## src/rtl/reg_addr_sel_pipe.sv

```systemverilog
// Register-address select pipe: picks one of NUM_IN candidate addresses and
// buffers {address, write-enable} in a 2-entry FIFO with a sticky bad-select flag.
module reg_addr_sel_pipe #(
  parameter int WIDTH         = 5,
  parameter int NUM_IN        = 4,
  parameter int SEL_W         = 2,
  parameter int ZERO_SUPPRESS = 1
) (
  input  logic                    clk,
  input  logic                    reset,
  input  logic [NUM_IN*WIDTH-1:0] in_data,
  input  logic [SEL_W-1:0]        in_sel,
  input  logic                    in_we,
  input  logic                    in_valid,
  output logic                    in_ready,
  input  logic                    flush,
  output logic [WIDTH-1:0]        out_data,
  output logic                    out_we,
  output logic                    out_valid,
  input  logic                    out_ready,
  output logic                    sel_err
);

  typedef enum logic [1:0] {
    EMPTY = 2'd0,
    ONE   = 2'd1,
    FULL  = 2'd2
  } state_t;

  // One extra bit so NUM_IN == 2**SEL_W still compares correctly.
  localparam logic [SEL_W:0] NUM_IN_L = (SEL_W+1)'(NUM_IN);

  state_t           state_q, state_d;
  logic [WIDTH-1:0] addr0_q, addr0_d, addr1_q, addr1_d;
  logic             we0_q, we0_d, we1_q, we1_d;
  logic             sel_err_q, sel_err_d;

  logic             push_s, pop_s, sel_oob_s, new_we_s;
  logic [WIDTH-1:0] new_addr_s;

  assign in_ready  = (state_q != FULL);
  assign out_valid = (state_q != EMPTY);
  assign push_s    = in_valid & in_ready;
  assign pop_s     = out_valid & out_ready;
  assign out_data  = out_valid ? addr0_q : {WIDTH{1'b0}};
  assign out_we    = out_valid ? we0_q : 1'b0;
  assign sel_err   = sel_err_q;

  // Build the candidate entry from the selected channel.
  always_comb begin
    new_addr_s = {WIDTH{1'b0}};
    new_we_s   = 1'b0;
    sel_oob_s  = ({1'b0, in_sel} >= NUM_IN_L);
    for (int k = 0; k < NUM_IN; k++) begin
      new_addr_s = ({1'b0, in_sel} == (SEL_W+1)'(k)) ? in_data[k*WIDTH +: WIDTH] : new_addr_s;
    end
    if (sel_oob_s) begin
      new_we_s = 1'b0;
    end else if ((ZERO_SUPPRESS != 0) && (new_addr_s == {WIDTH{1'b0}})) begin
      new_we_s = 1'b0;
    end else begin
      new_we_s = in_we;
    end
  end

  // FIFO next-state; flush overrides any same-cycle push or pop.
  always_comb begin
    state_d   = state_q;
    addr0_d   = addr0_q;
    we0_d     = we0_q;
    addr1_d   = addr1_q;
    we1_d     = we1_q;
    sel_err_d = sel_err_q | (push_s & sel_oob_s & ~flush);
    if (flush) begin
      state_d = EMPTY;
      addr0_d = {WIDTH{1'b0}};
      we0_d   = 1'b0;
      addr1_d = {WIDTH{1'b0}};
      we1_d   = 1'b0;
    end else begin
      case (state_q)
        EMPTY: begin
          if (push_s) begin
            state_d = ONE;
            addr0_d = new_addr_s;
            we0_d   = new_we_s;
          end else begin
            state_d = EMPTY;
          end
        end
        ONE: begin
          if (push_s && pop_s) begin
            addr0_d = new_addr_s;
            we0_d   = new_we_s;
          end else if (push_s) begin
            state_d = FULL;
            addr1_d = new_addr_s;
            we1_d   = new_we_s;
          end else if (pop_s) begin
            state_d = EMPTY;
            addr0_d = {WIDTH{1'b0}};
            we0_d   = 1'b0;
          end else begin
            state_d = ONE;
          end
        end
        FULL: begin
          if (pop_s) begin
            state_d = ONE;
            addr0_d = addr1_q;
            we0_d   = we1_q;
            addr1_d = {WIDTH{1'b0}};
            we1_d   = 1'b0;
          end else begin
            state_d = FULL;
          end
        end
        default: begin
          state_d = EMPTY;
          addr0_d = {WIDTH{1'b0}};
          we0_d   = 1'b0;
          addr1_d = {WIDTH{1'b0}};
          we1_d   = 1'b0;
        end
      endcase
    end
  end

  // State and entry registers, cleared immediately by reset.
  always_ff @(posedge clk or negedge reset) begin
    if (!reset) begin
      state_q   <= EMPTY;
      addr0_q   <= {WIDTH{1'b0}};
      we0_q     <= 1'b0;
      addr1_q   <= {WIDTH{1'b0}};
      we1_q     <= 1'b0;
      sel_err_q <= 1'b0;
    end else begin
      state_q   <= state_d;
      addr0_q   <= addr0_d;
      we0_q     <= we0_d;
      addr1_q   <= addr1_d;
      we1_q     <= we1_d;
      sel_err_q <= sel_err_d;
    end
  end

endmodule

```

## config.mk

```make
export PLATFORM = sky130hd
export DESIGN_NAME = reg_addr_sel_pipe
export DESIGN_NICKNAME = d
export VERILOG_FILES = /design/src/rtl/reg_addr_sel_pipe.sv
export SDC_FILE = /design/constraint.sdc
export NUM_CORES = 1
export LEC_CHECK = 0
export BUFFER_PORTS_ARGS = -buffer_cell sky130_fd_sc_hd__buf_4
export CORE_AREA = 2 2 51 53
export DETAILED_ROUTE_END_ITERATION = 6
export DIE_AREA = 0 0 53 55
export PLACE_DENSITY = 0.74
export SLEW_MARGIN = 20
export SYNTH_ARGS = -nofsm -noshare
export SYNTH_HDL_FRONTEND = slang
export SYNTH_SLANG_ARGS = --single-unit
```

## constraint.sdc

```tcl
create_clock -name clk -period 4.35 [get_ports clk]
set_input_delay 0.87 -clock clk [delete_from_list [all_inputs] [get_ports clk]]
set_output_delay 0.87 -clock clk [all_outputs]
set_load 0.01 [all_outputs]
```

==> results.md, run 1 <==
Final layout:
- The number of antenna diodes in the final layout is 0.
- Compared with the post-synthesis result, the final layout area differs by 32.46%.
- Of the cells placed in the final design, the portion with a size suffix greater than 1 is 45.05%.
- The net count of the finished layout is 140.
- The filler cells instantiated in the layout total ~230.

Drt:
- The number of detailed-routing iterations run before antenna repair is 4.
- The final routed DRC violation total is 0.
- The overall via count from detail_route is 773.
- After detailed routing, the average wire length per cell comes to approximately 13 um.
- The iteration-0 DRC count of the detailed router is 14.
- Wires add up to 1.828 mm.
- The post-detailed-route count of antenna-violating nets is 0.
- The routed via count divided by cell count is 5.482.

Worst setup path:
- The highest cell delay on the worst timing path is 0.52 ns.
- STA puts the critical path data arrival time at 1.43 ns.
- The worst path required time is 3.48 ns.
- The critical path class is reg2out.
- The slowest cell on the critical path is sky130_fd_sc_hd__dfrtp_1.
- The internal reg-to-reg setup slack is 2.68 ns.
- The signal on the critical path passes through nor2_1 -> nor2b_1 -> buf_4.
- The logic depth of the worst register-to-register path is 4.
- The origin of the critical flop-to-flop path is state_q[1].
- The worst register-to-register path ends at addr0_q[0].
- The maximum fanout count along the critical path is 11.
- The endpoint class of the critical path is a primary output.
- The worst setup path is launched from a flop.

Timing:
- After routing, the total negative slack on setup checks comes to 0 ns.
- The total setup violations reported at the end of the flow is 0.
- The worst slew slack as a fraction of its limit is 59.63%.
- For this run, the top clock speed supported by timing is ~430 MHz.
- The worst path in the final design needs a cycle of 2.304 ns, including I/O delays and setup.
- Setup repair after global routing left no endpoint under its margin.
- The number of failing hold endpoints at the final stage is 0.
- The measured slew at the worst slew-check pin is between 0.6 and 0.7 ns.
- The final clock period utilization by the worst path is a little over half.
- Across the routed clock network, the largest skew measured is between 0.006 and 0.007 ns.
- On the final layout, the worst hold slack is between 0.4 and 0.5 ns.
- The count of pins over their slew limit is 0.

Floorplan:
- The initial standard-cell utilization of the core is about two fifths.
- Measured along the x axis, the die boundary spans 53 um.
- The core region is 2365 um2.
- The floorplan has 18 rows.
- The die covers 2915 um2.
- The boundary pin count is 37.
- The height of the die is 55 um.

Clocking:
- The number of buffers added to fix hold violations after cts is 0.
- CTS built an H-tree with a depth of 1.
- The clock root buffer is sky130_fd_sc_hd__clkbuf_4.
- The number of buffers created by CTS is 3.
- TritonCTS built the clock tree.
- After clock tree synthesis, the clock-pin slew on the worst setup and hold paths is 0.09 ns.
- No sink is reached through more buffers than the 2 on the longest clock path.
- In this run the post-CTS setup repair buffer count came out at 0.
- The number of clock sinks seen by CTS is 14.
- The clock insertion delay at the later pin of the skew report is 0.28 ns.
- The number of resized instances in the post-cts repair step is 0.

Place:
- Detailed placement ended at an HPWL of ~1.5 mm.
- At the end of routability-driven placement, the weighted congestion stood at 0.7964.
- The count of buffers added on input and output ports is 35.

Synthesis:
- Counting flops and latches in the post-synthesis netlist gives 14.
- When the netlist entered floorplanning its net count stood at between 100 and 150.
- A synthesized cell averages about 12 um2.
- The cell count after synthesis came out at 78.
- The count of synthesis-stage warnings from yosys is 0.
- The count of different cell masters after synthesis is 30.
- The sequential area share after synthesis is 38.83%.
- The post-synthesis instance area is ~900 um2.

Global route:
- Global routing used between 10% and 20% of the available tracks.
- The total congestion overflow is 0.
- Global routing consumed, on the met2 layer, 28.13% of the routing resources.
- The maximum number of pins on one net before global-route repair is 15.
- The first-pass GRT wire length is about 3.4 mm.
- The met3 usage is 2.151%.
- In this run the most used layer during global routing was met2.
- Global routing used 19.25% of the available met1 tracks.
- The number of global-route vias before repair came to 740.
- The number of antenna violations at the first check in global routing came to 0.

Pwr:
- The leakage power is between 0.5 and 0.6 nW.
- The worst supply voltage drop on vdd is around 0.17 mV.
- The power density over the cells is between 200 and 300 nW/um2.

Job:
- Max-cap violations in this run came to 0.

Outcome:
- The run finished with clean final reports.

Worst hold path:
- The path class of the tightest hold or removal check is in2async.
==> worst max-delay path, delay by kind of cell (launching register included) <==
family / cells / cell delay [ns]
simple gates: 2 / 0.48
flops: 1 / 0.52
buf+inv: 1 / 0.16
==> how the worst max path moves through the flow <==
| stage | start | endpoint | slack (ns) |
|---|---|---|---|
| after floorplan | in_sel[0] | we1_q | 2.26 |
| after CTS | state_q[1] | out_we | 2.01 |
| after detailed placement | in_sel[0] | we1_q | 2.11 |
| after global placement | in_sel[0] | we1_q | 2.17 |
| final | state_q[1] | out_we | 2.05 |
| after global routing | state_q[1] | out_data[1] | 1.90 |
==> cell type report <==
cell class | count | area, um2 | share of cell area (%)
sequential | 14 | 350.3 | 29.32
inverter | 2 | 7.507 | 0.6283
timing repair buffer | 35 | 262.8 | 21.99
clock buffer | 4 | 36.28 | 3.037
multi-input combinational | 56 | 500.5 | 41.88
tap | 30 | 37.54 | 3.141
==> sequential cells by signal, summed over array words and instances, names as in the netlist <==
signal / cells
addr1_q: 5
we0_q: 1
state_q: 2
addr0_q: 5
we1_q: 1
==> power by group <==
group          total, mW  switching (mW)  leakage, nW  internal [mW]
clock             0.0932          0.0423       0.0210         0.0509
sequential         0.142         0.00547        0.190          0.137
combinational     0.0717          0.0302        0.384         0.0415
total              0.307          0.0779        0.596          0.229
==> per-layer routing <==
| layer | routed length [um] | share of wire [%] |
|---|---|---|
| met1 | 778 | 43 |
| met2 | 889 | 49 |
| met3 | 122 | 6.7 |
| met4 | 38 | 2.1 |
| met5 | 0 | 0 |
==> synthesized netlist by cell type (all sizes together) <==
cell type | instances | share of area [%]
a211oi | 1 | 0.83
a21o | 5 | 4.2
a21oi | 2 | 1.1
a22o | 10 | 10
a31o | 1 | 0.97
a32o | 1 | 1.1
and2b | 1 | 0.97
buf | 5 | 4.4
clkbuf | 1 | 0.42
conb | 1 | 0.42
dfrtp | 14 | 39
inv | 2 | 0.83
mux2 | 1 | 1.2
mux2i | 2 | 2.2
mux4 | 5 | 13
nand2 | 1 | 0.42
nand2b | 1 | 0.69
nand3 | 1 | 0.55
nand3b | 1 | 0.83
nor2 | 6 | 2.5
nor2b | 8 | 5.5
nor3 | 1 | 1.1
nor3b | 2 | 1.7
nor4b | 2 | 3.3
o21ai | 1 | 0.55
o22a | 2 | 1.9
==> cell usage in the layout, fill, tap and decap left out, types with 3 or more instances in the layout <==
| master | count |
|---|---|
| sky130_fd_sc_hd__mux4_2 | 3 |
| sky130_fd_sc_hd__nor2_1 | 6 |
| sky130_fd_sc_hd__clkbuf_4 | 3 |
| sky130_fd_sc_hd__a22o_1 | 8 |
| sky130_fd_sc_hd__buf_4 | 35 |
| sky130_fd_sc_hd__nor2b_1 | 8 |
| sky130_fd_sc_hd__a21o_1 | 5 |
| sky130_fd_sc_hd__dfrtp_1 | 14 |
==> metrics by stage <==
step                cell area [um2]  util, %  cells  setup slack, ns  total power, mW
floorplan                     902.1        -     78            2.258           0.1861
global placement               1159    48.99    137            2.168           0.2148
detailed placement             1159    48.99    137            2.112           0.2173
CTS                            1195    50.53    141            2.015           0.3107
global route                   1195    50.53    141            1.901           0.3264
finish                         1195    50.53    141            2.046           0.3069
==> cell families (layout without fill, tap and decap cells) <==
group | after synthesis | in the layout | synth area share [%]
AOI/OAI and AO/OA | 23 | 23 | 20.67
buffers and inverters | 8 | 41 | 5.687
other | 1 | 1 | 0.4157
and+or+nand+nor | 24 | 24 | 17.61
muxes | 8 | 8 | 16.78
DFF | 14 | 14 | 38.84
Power figures use the tool's default switching activity.
==> run 2: changes to the inputs <==
Settings changed: ABC_AREA set to 1, CORE_AREA 2 2 51 53 to 2 2 54 56, DIE_AREA 0 0 53 55 to 0 0 56 58, PLACE_DENSITY 0.74 to 0.73.
Clock period 4.35 ns to 2.4 ns, I/O delays scaled along.
==> run 2 against run 1 <==
  * Power is 96% higher
  * Synthesized area is 14% higher
  * Cell area is 10% higher
  * Sequential share of layout area is 2.7 points lower
  * First-iteration DRC count grew to 2.9 times the previous value
  * Hold slack worse by 0.39 ns
  * Cell count is 47% higher
  * Routed wire length is 30% higher
  * Sequential power is 86% higher
  * Worst setup slack worse by 1.3 ns
  * Clock power is 48% higher
  * Flip-flop and latch count stayed put
  * Largest cell class unchanged
  * Largest power group unchanged
==> results.md, run 2 <==
Final layout:
- The final net count is 206 (+47%).
- The share of post-route cells with drive strength above 1 is 34.09% (-11 points).
- The area growth from synthesis to layout is 28.10%.
- In the layout the commonest cells are sky130_fd_sc_hd__buf_4, sky130_fd_sc_hd__nand2_1, sky130_fd_sc_hd__inv_1, sky130_fd_sc_hd__nand3_1, sky130_fd_sc_hd__dfrtp_1.
- The summed area of non-filler cells in the final layout is 1318 um2 (+10%).
- The leading cell type in the layout, fill and taps excluded is sky130_fd_sc_hd__buf_4.
- The antenna diode count is 0 (unchanged).
- The largest registers in the layout are addr0_q (5), addr1_q (5), state_q (2).
- The post-layout instance count excluding filler cells is 207 (+47%).

Timing:
- The sum of negative setup slack is 0 ns (unchanged).
- The final clock period utilization by the worst path is 70.76%.
- The worst path needs 1.698 ns of the cycle, external delays included.
- The worst slew slack as a fraction of its limit is 61.26% (+1.6 points).
- The count of pins over their slew limit is 0 (unchanged).
- The measured slew at the worst slew-check pin is 0.5812 ns (-0.02309 ns).
- Based on the critical path, the design can be clocked at up to between 500 and 600 MHz.
- The total setup violations reported at the end of the flow is 0 (unchanged).
- The number of failing hold endpoints at the final stage is 0 (unchanged).
- The clock skew came to 0.001956 ns (-0.004091 ns).
- The final hold slack came to 0.02684 ns (-0.3920 ns).
- Setup repair after global routing left no endpoint under its margin.

Synthesis:
- The count of synthesis-stage warnings from yosys was 0 (unchanged).
- The fraction of registers with async set/reset was 100.0% (unchanged).
- The dominant register cell in the synthesized netlist is sky130_fd_sc_hd__dfrtp_1.
- The average footprint of a synthesized cell came to 7.243 um2 (-37%).
- The number of synthesized flops with an enable pin was 0 (unchanged).
- The synthesized netlist net count is 170 (+60%).
- By area the synthesized netlist is led by sky130_fd_sc_hd__dfrtp_1, sky130_fd_sc_hd__nand3_1, sky130_fd_sc_hd__nand2_1, sky130_fd_sc_hd__inv_1, sky130_fd_sc_hd__nor2_1.
- In the synthesized netlist, the cells that appear most often are sky130_fd_sc_hd__nand2_1, sky130_fd_sc_hd__inv_1, sky130_fd_sc_hd__nand3_1, sky130_fd_sc_hd__dfrtp_1, sky130_fd_sc_hd__nor2_1.
- The biggest area contributor in the post-synthesis netlist is sky130_fd_sc_hd__dfrtp_1.
- The post-synthesis instance area was 1028 um2 (+14%).
- The count of different cell masters after synthesis came to 28 (-6.7%).
- The share of Yosys cell area claimed by the top area cell type is 34.06% (-4.8 points).
- The sequential area share after synthesis is 34.06% (-4.8 points).
- Among all cell types in the netlist, the one instantiated most often is sky130_fd_sc_hd__nand2_1.
- The number of flip-flops and latches in the synthesized netlist is 14 (unchanged).
- The cell count after synthesis is 142 (+82%).

Worst setup path:
- The worst path required time is 1.92 ns (-1.56 ns).
- The highest cell delay on the worst timing path is 0.45 ns (-0.07 ns).
- The sum of buffers and inverters on the critical path came to 3 (+2).
- Broken down by cell family, the worst path's largest delay share belongs to flip-flops.
- The type of element launching the critical path is a flop.
- The slowest stage of the critical path belongs to the cell sky130_fd_sc_hd__dfrtp_1.
- The critical path goes through inv_2 -> nand2_4 -> inv_4 -> nor2_1 -> buf_4.
- The arrival time reported for the critical path endpoint came to 1.22 ns (-0.21 ns).
- The critical path is of the reg2out type.
- The worst setup path is captured at a primary output.
- The maximum fanout count along the critical path was 10 (-1).

Clocking:
- TritonCTS built the clock tree.
- The clock insertion delay at the later pin of the skew report is 0.28 ns (about the same).
- The number of H-tree levels came to 1 (unchanged).
- The number of buffers created by CTS is 3 (unchanged).
- The maximum number of buffers from clock root to sink came to 2 (unchanged).
- The root buffer cell chosen for the clock tree is sky130_fd_sc_hd__clkbuf_4.
- The clock slew seen by the registers of the worst setup and hold paths was 0.09 ns (about the same).
- The number of resized instances in the post-cts repair step is 0 (unchanged).
- The number of buffers added to fix hold violations after cts is 0 (unchanged).
- The number of clock sinks seen by CTS came to 14 (unchanged).
- The post-CTS setup buffer count came to 0 (unchanged).

Drt:
- The iteration-0 DRC count of the detailed router came to 41 (+27).
- The number of detailed-routing iterations run before antenna repair is 4 (unchanged).
- The overall via count from detail_route is 1,059 (+37%).
- The routed via count divided by cell count was 5.116 (-6.7%).
- The final routed DRC violation total is 0 (unchanged).
- The post-detailed-route count of antenna-violating nets is 0 (unchanged).
- The detailed-route wire length per cell is 11.47 um (-12%).
- The total length of routed wires is 2.375 mm (+30%).

Global route:
- The number of global-route vias before repair is 934 (+26%).
- The first-pass GRT wire length is 3.974 mm (+19%).
- The number of antenna violations at the first check in global routing is 0 (unchanged).
- The total track usage is 15.32% (-0.60 points).
- The total congestion overflow is 0 (unchanged).
- The maximum number of pins on one net before global-route repair is 15 (unchanged).

Floorplan:
- The area enclosed by the die boundary is 3248 um2 (+11%).
- The boundary pin count was 37 (unchanged).
- The floorplan core area is 2663 um2 (+13%).
- The initial standard-cell utilization of the core is 38.63% (+0.48 points).
- The width of the chip is 56 um (+5.7%).
- The height of the die is 58 um (+5.5%).
- The standard-cell row count is 19 (+1).

Place:
- The number of I/O port buffers is 35 (unchanged).
- The half-perimeter wire length of the detailed placement result is 1.921 mm (+26%).
- The placed cell count is 204 (+49%).
- The final weighted congestion in routability-driven placement is 0.8750 (+9.9%).
- The post-detailed-placement cell area is 1295 um2 (+12%).

Worst hold path:
- The tightest min-delay check is of the in2async type.

Pwr:
- The power density over the cells is 456.8 nW/um2 (+78%).
- The leakage power is 0.6719 nW (+13%).
- The worst supply voltage drop on vdd is 0.2936 mV (+78%).

Outcome:
- The flow ran to the end, and the final reports show no timing, DRC or antenna violations.

Job:
- The number of maximum-capacitance constraint violations is 0 (unchanged).
-- run 2: cell count changes in the layout (fill, tap and decap cells not counted), moves of 5 or more --
| cell | before | now |
|---|---|---|
| sky130_fd_sc_hd__nand2_1 | 1 | 23 |
| sky130_fd_sc_hd__nand3_1 | 1 | 22 |
| sky130_fd_sc_hd__inv_1 | 2 | 22 |
| sky130_fd_sc_hd__a22o_1 | 8 | 0 |
| sky130_fd_sc_hd__nor2b_1 | 8 | 0 |
| sky130_fd_sc_hd__a21o_1 | 5 | 0 |
| sky130_fd_sc_hd__inv_2 | 0 | 5 |
| sky130_fd_sc_hd__nor2_1 | 6 | 11 |
| sky130_fd_sc_hd__o22ai_1 | 0 | 5 |
-- run 2: cells by family after synthesis --
kind of cell / Yosys count / synth area share, %
buffers and inverters: 32 / 13.87
flip-flops: 14 / 34.06
AO/OA/AOI/OAI: 22 / 16.18
AND/OR/NAND/NOR: 73 / 35.52
other: 1 / 0.3646
-- run 2: cell type report --
class / instances / area, um2
clock buffers: 3 / 22.52
fillers: 265 / 1345
inverters: 28 / 107.6
multi-input cells: 96 / 535.5
flip-flops and latches: 14 / 350.3
well taps: 31 / 38.79
repair buffers: 35 / 262.8
-- run 2: power breakdown --
group / leakage, nW / switching, mW / internal, mW
clock network: 0.0138 / 0.0800 / 0.0583
registers: 0.190 / 0.00844 / 0.255
logic: 0.469 / 0.116 / 0.0841
total: 0.672 / 0.204 / 0.398
-- run 2: layer usage --
metal  vias up  GRT usage [%]  wire length [um]
met3         7          1.563               145
met5         -              0                 0
met2        44          26.39              1109
met1       468          19.72              1068
li1        540              -                 -
met4         0          6.463                51
-- run 2: worst paths after layout --
kind                                 start     endpoint  slack (ns)  cells after the start
worst max-delay path            state_q[1]  out_data[2]        0.70                      5
max in group asynchronous            reset   addr1_q[2]        2.20                      1
worst min register to register       we0_q        we0_q        0.52                      2
worst max register to register  state_q[1]        we1_q        0.76                      7
worst min-delay path                 reset   addr0_q[3]        0.03                      1
min in group clk                     flush   state_q[0]        0.46                      2
-- run 2: per-stage QoR --
| stage | util [%] | total power [mW] | setup slack [ns] |
|---|---|---|---|
| floorplan | - | 0.3969 | 0.9037 |
| global placement | 48.64 | 0.4632 | 0.7239 |
| detailed placement | 48.64 | 0.4701 | 0.6747 |
| CTS | 49.48 | 0.6058 | 0.7072 |
| global route | 49.48 | 0.6371 | 0.5828 |
| finish | 49.48 | 0.6018 | 0.7018 |
